==> config.mk <==
export PLATFORM = sky130hd
export DESIGN_NAME = weight_update
export DESIGN_NICKNAME = d
export VERILOG_FILES = /design/src/rtl/weight_update.sv
export SDC_FILE = /design/constraint.sdc
export NUM_CORES = 1
export LEC_CHECK = 0
export CAP_MARGIN = 20
export CORE_MARGIN = 5
export CORE_UTILIZATION = 31
export DETAILED_ROUTE_END_ITERATION = 12
export DONT_BUFFER_PORTS = 1
export PLACE_DENSITY = 0.5
export SYNTH_ARGS = -nofsm -noshare
export SYNTH_HDL_FRONTEND = slang
export SYNTH_SLANG_ARGS = --single-unit
==> constraint.sdc <==
create_clock -name clk -period 5 [get_ports clk]
set_clock_uncertainty 0.2 [all_clocks]
set_input_delay 0.5 -clock clk [delete_from_list [all_inputs] [get_ports clk]]
set_output_delay 0.5 -clock clk [all_outputs]
set_load 0.1 [all_outputs]
==> src/rtl/weight_update.sv <==
// rtl/weight_update.sv - Gradient-descent weight register bank, one saturated weight update per cycle.
// Holds the neuron weights and rewrites them as w[i] = sat(w[i] - ((delta*x[i]) >>> lr_shift)).
module weight_update #(
  parameter int num_inputs = 2,
  parameter int bit_length = 4,
  parameter int lr_shift   = 2
) (
  input  logic                             clk,
  input  logic                             rst_n,
  input  logic                             load_valid,
  input  logic [num_inputs*bit_length-1:0] load_weights,
  input  logic                             upd_valid,
  output logic                             upd_ready,
  input  logic [bit_length-1:0]            delta,
  input  logic [num_inputs*bit_length-1:0] inputs,
  output logic [num_inputs*bit_length-1:0] weights,
  output logic                             busy,
  output logic                             done
);

  localparam int N  = num_inputs;
  localparam int B  = bit_length;
  localparam int IW = (N > 1) ? $clog2(N) : 1;

  localparam logic [IW-1:0]       LAST_IDX = IW'(N - 1);
  localparam logic signed [2*B:0] W_MAX    = {{(B + 2){1'b0}}, {(B - 1){1'b1}}};
  localparam logic signed [2*B:0] W_MIN    = {{(B + 2){1'b1}}, {(B - 1){1'b0}}};

  typedef enum logic [1:0] {
    IDLE   = 2'd0,
    UPDATE = 2'd1,
    DONE   = 2'd2
  } state_t;

  state_t                    state_q;
  logic [IW-1:0]             idx_q;
  logic signed [B-1:0]       w_q [N];
  logic signed [B-1:0]       x_q [N];
  logic signed [B-1:0]       delta_q;
  logic                      busy_q;
  logic                      done_q;

  logic signed [B-1:0]       w_sel;
  logic signed [B-1:0]       x_sel;
  logic signed [2*B-1:0]     prod;
  logic signed [2*B-1:0]     step;
  logic signed [2*B:0]       diff;
  logic signed [B-1:0]       w_d;

  assign upd_ready = (state_q == IDLE) && !load_valid;
  assign busy      = busy_q;
  assign done      = done_q;

  always_comb begin
    for (int i = 0; i < N; i++) begin
      weights[i*B +: B] = w_q[i];
    end
  end

  // Datapath for the weight selected by idx, working on the operands latched at accept.
  always_comb begin
    w_sel = w_q[idx_q];
    x_sel = x_q[idx_q];
    prod  = delta_q * x_sel;
    step  = prod >>> lr_shift;
    diff  = {{(B + 1){w_sel[B-1]}}, w_sel} - {step[2*B-1], step};
    if (diff > W_MAX) begin
      w_d = W_MAX[B-1:0];
    end else if (diff < W_MIN) begin
      w_d = W_MIN[B-1:0];
    end else begin
      w_d = diff[B-1:0];
    end
  end

  always_ff @(posedge clk or negedge rst_n) begin
    if (!rst_n) begin
      state_q <= IDLE;
      idx_q   <= '0;
      delta_q <= '0;
      busy_q  <= 1'b0;
      done_q  <= 1'b0;
      for (int i = 0; i < N; i++) begin
        w_q[i] <= '0;
        x_q[i] <= '0;
      end
    end else begin
      case (state_q)
        IDLE: begin
          if (load_valid) begin
            for (int i = 0; i < N; i++) begin
              w_q[i] <= load_weights[i*B +: B];
            end
          end else if (upd_valid) begin
            delta_q <= delta;
            for (int i = 0; i < N; i++) begin
              x_q[i] <= inputs[i*B +: B];
            end
            idx_q   <= '0;
            busy_q  <= 1'b1;
            state_q <= UPDATE;
          end
        end
        UPDATE: begin
          w_q[idx_q] <= w_d;
          if (idx_q == LAST_IDX) begin
            done_q  <= 1'b1;
            state_q <= DONE;
          end else begin
            idx_q <= idx_q + 1'b1;
          end
        end
        DONE: begin
          done_q  <= 1'b0;
          busy_q  <= 1'b0;
          state_q <= IDLE;
        end
        default: begin
          done_q  <= 1'b0;
          busy_q  <= 1'b0;
          state_q <= IDLE;
        end
      endcase
    end
  end

endmodule

==> summary.txt <==
Outcome
  – Status: finished clean

Drt
  – Total number of vias: 1425
  – Drt drc: 0
  – Drt first-iter violations: 57
  – Vias per cell: 5.035
  – Routed length per instance: 15.13 µm
  – Pre-antenna DRT Iters: 4
  – Antenna-violating nets left: 0
  – Routed WL: 4282 µm

Logic synthesis
  – Syn. warnings: 0
  – Netlist cell types: 43
  – Synth Flop Type: dfrtp_1
  – Mapped Cells: 190
  – Sequential share of the synthesized area: 31.17%
  – Cell Area, Synth: 0.002007 mm²
  – Ranking of synthesized cells by area: dfrtp_1 31%, ha_1 11%, fa_1 10%
  – Synth Register Bits: 25
  – Largest area contributor in the netlist: dfrtp_1
  – Asr flop ratio synth: 100.0%
  – Post-synth EDFFs: 0
  – Avg Cell Area, Syn: 10.56 µm²
  – Yosys top cell area share: 31.17%
  – Syn nets: 241

Critical path
  – Critical-path top delay cell: fa_1
  – Worst path arrival time: 4.75 ns
  – Worst-path maximum fanout: 5
  – R2r setup slk: 0.19 ns
  – Reg-to-Reg Start: idx_q
  – Worst setup SP type: flop
  – Slowest stage delay, CP: 0.55 ns
  – CP cell instances: buf_4 > mux2i_1 > nand2b_4 > fa_1 > fa_1 > inv_1 > fa_2 > ha_4 > fa_2 > inv_1 > ha_4 > and3b_4 > or3_4 > o2111ai_1 > nand4_1 > nand2_2 > o2111ai_1
  – Worst path top cell family by delay: adder cells
  – Critical Path End Type: flop
  – Critical path class: flop to flop
  – Reg-to-Reg End: weights[6]
  – CP Data Required Time: 4.94 ns
  – R2R depth: 17
  – Buf/Inv on CP: 3

STA
  – RSZ-0062 raised after global routing: true
  – Final Hold Fails: 0
  – Post-route minimum period: 4.809 ns
  – Setup TNS: 0 ns
  – Worst slew pin tran: 0.9557 ns
  – Setup violators final: 0
  – Fin. max-slew vios: 0
  – Setup slack after layout: 0.1906 ns
  – Worst hold margin: 0.1796 ns
  – Max Clock Freq: 207.9 MHz
  – Slew HR: 35.94%
  – Crit share post-route: 96.19%

Floorplanning
  – Full die area: 0.008183 mm²
  – DIE WIDTH: 90.46 µm
  – FP Rows: 29
  – Die height: 90.46 µm
  – Core area: 0.006314 mm²
  – Initial Utilization: 31.79%
  – I/O pins: 35

GRT
  – First-pass GRT wire length: 7120 µm
  – Remaining global-route overflow: 0
  – Via count of the first global-routing pass: 1464
  – Initial antenna violation count: 0
  – GRT Total Usage: 10.43%
  – Largest net degree at the start of global routing: 26

Placement
  – Detail Placement HPWL: 3532 µm
  – Post-Place Cells: 276
  – GP Congestion: 0.7481
  – Pre-CTS WS: 0.03290 ns
  – Port Buffers: 0

Final layout
  – Layout cells sized above 1: 28.64%
  – Fillers: 663
  – Area delta synth->final: 17.96%
  – Fin cells: 283
  – Nets: 258
  – Diode count: 0

Clocking
  – CTS tree: yes
  – H-tree Lvls: 1
  – CTS Buf Count: 3
  – Latest clock arrival within the worst-skew pair: 0.27 ns
  – CTS root buf: clkbuf_8
  – # clock sinks: 25
  – Max clock buf depth: 2
  – Clock transition at path regs: 0.09 ns

Hold path
  – Cells on Worst Hold Path: 1
  – Hold EP: delta_q[1]
  – Worst hold start: delta[1]
  – Hold crit path type: input port to flop

Flow run
  – MaxCap Viol Count: 0
cells in the mapped netlist, types with 2 or more instances:
master	instances
buf_2	2
xor2_1	2
nor3_1	4
nand4_1	3
o21ai_1	3
o2111ai_1	2
ha_1	17
o21ai_2	2
xnor2_1	6
nand2_1	6
mux2i_1	7
o211ai_1	5
nand2b_1	8
inv_1	14
dfrtp_1	25
a21oi_1	6
o21ai_0	2
nor2b_1	9
a22oi_1	7
mux2_2	15
nor2_1	11
a21o_1	4
fa_1	10
per-layer routing:
| layer | GRT usage, % | routed length, µm |
|---|---|---|
| met1 | 14.01 | 2021 |
| met2 | 16.53 | 1997 |
| met3 | 2.833 | 236 |
| met4 | 2.605 | 27 |
| met5 | 0 | 0 |
worst reg2reg max path: stages, from the launching register on:
cell and delay, ns:
dfrtp_1 0.44, buf_4 0.16, mux2i_1 0.12, nand2b_4 0.15, fa_1 0.55, fa_1 0.41, inv_1 0.08, fa_2 0.45
ha_4 0.18, fa_2 0.55, inv_1 0.06, ha_4 0.23, and3b_4 0.20, or3_4 0.39, o2111ai_1 0.10, nand4_1 0.19
nand2_2 0.14, o2111ai_1 0.10
flip-flops by register name, indices dropped and copies added, names as in the netlist:
| register | flops |
|---|---|
| weights | 8 |
| x_q | 8 |
| idx_q | 1 |
| state_q | 2 |
| delta_q | 4 |
| busy | 1 |
| done | 1 |
metrics by stage:
stage                     cell area (µm²)  util [%]
after floorplan                      2007         -
after global placement               2202     34.88
after detailed placement             2202     34.88
after CTS                            2277     36.07
after global routing                 2367     37.50
final                                2367     37.50
timing repair:
item | in CTS | in global routing
hold endpoints to repair | 25 | 0
hold buffers | 2 | 0
gates resized for setup | 0 | 17
setup buffers | 0 | 1
endpoints found under the setup margin | 0 | 8
kinds of logic (layout without fill, tap and decap cells):
| family | after synthesis | count (layout) | synth area share [%] |
|---|---|---|---|
| adder cells (fa/ha/maj) | 27 | 27 | 20.57 |
| XOR/XNOR | 8 | 8 | 3.491 |
| buffers and inverters | 17 | 33 | 3.304 |
| AND/OR/NAND/NOR | 55 | 55 | 16.65 |
| flip-flops | 25 | 25 | 31.17 |
| AO/OA/AOI/OAI | 36 | 36 | 12.91 |
| multiplexers | 22 | 22 | 11.91 |
layout make-up:
class / count / area, µm² / area share [%]
Sequential cell: 25 / 625.6 / 26.43
Timing Repair Buffer: 15 / 145.1 / 6.131
Multi-Input combinational cell: 148 / 1403 / 59.25
Clock buffer: 4 / 45.04 / 1.903
Tap cell: 77 / 96.34 / 4.070
Inverter: 14 / 52.55 / 2.220
worst max-delay path by stage:
stage	endpoint	startpoint	depth (start not counted)	slack, ns
after global placement	weights[1]	idx_q	16	0.07
final	weights[6]	idx_q	17	0.19
after floorplan	weights[6]	idx_q	17	0.06
after global routing	weights[1]	idx_q	18	-0.03
after detailed placement	weights[2]	idx_q	16	0.03
after CTS	weights[2]	idx_q	16	0.01
cells in the final DEF (no fill, tap or decap), types with 4 or more instances in the layout:
cell type,count
xnor2_1,6
nand2b_1,7
buf_4,12
nor2_1,11
a21oi_1,4
mux2_2,15
a21o_1,4
nor2b_1,8
ha_1,13
a22oi_1,7
dfrtp_1,25
o211ai_1,5
nand2_1,4
inv_1,14
mux2i_1,6
fa_1,8
Power is not shown: default switching activity piles up to over one toggle a cycle in this logic, so the estimate is an artifact.
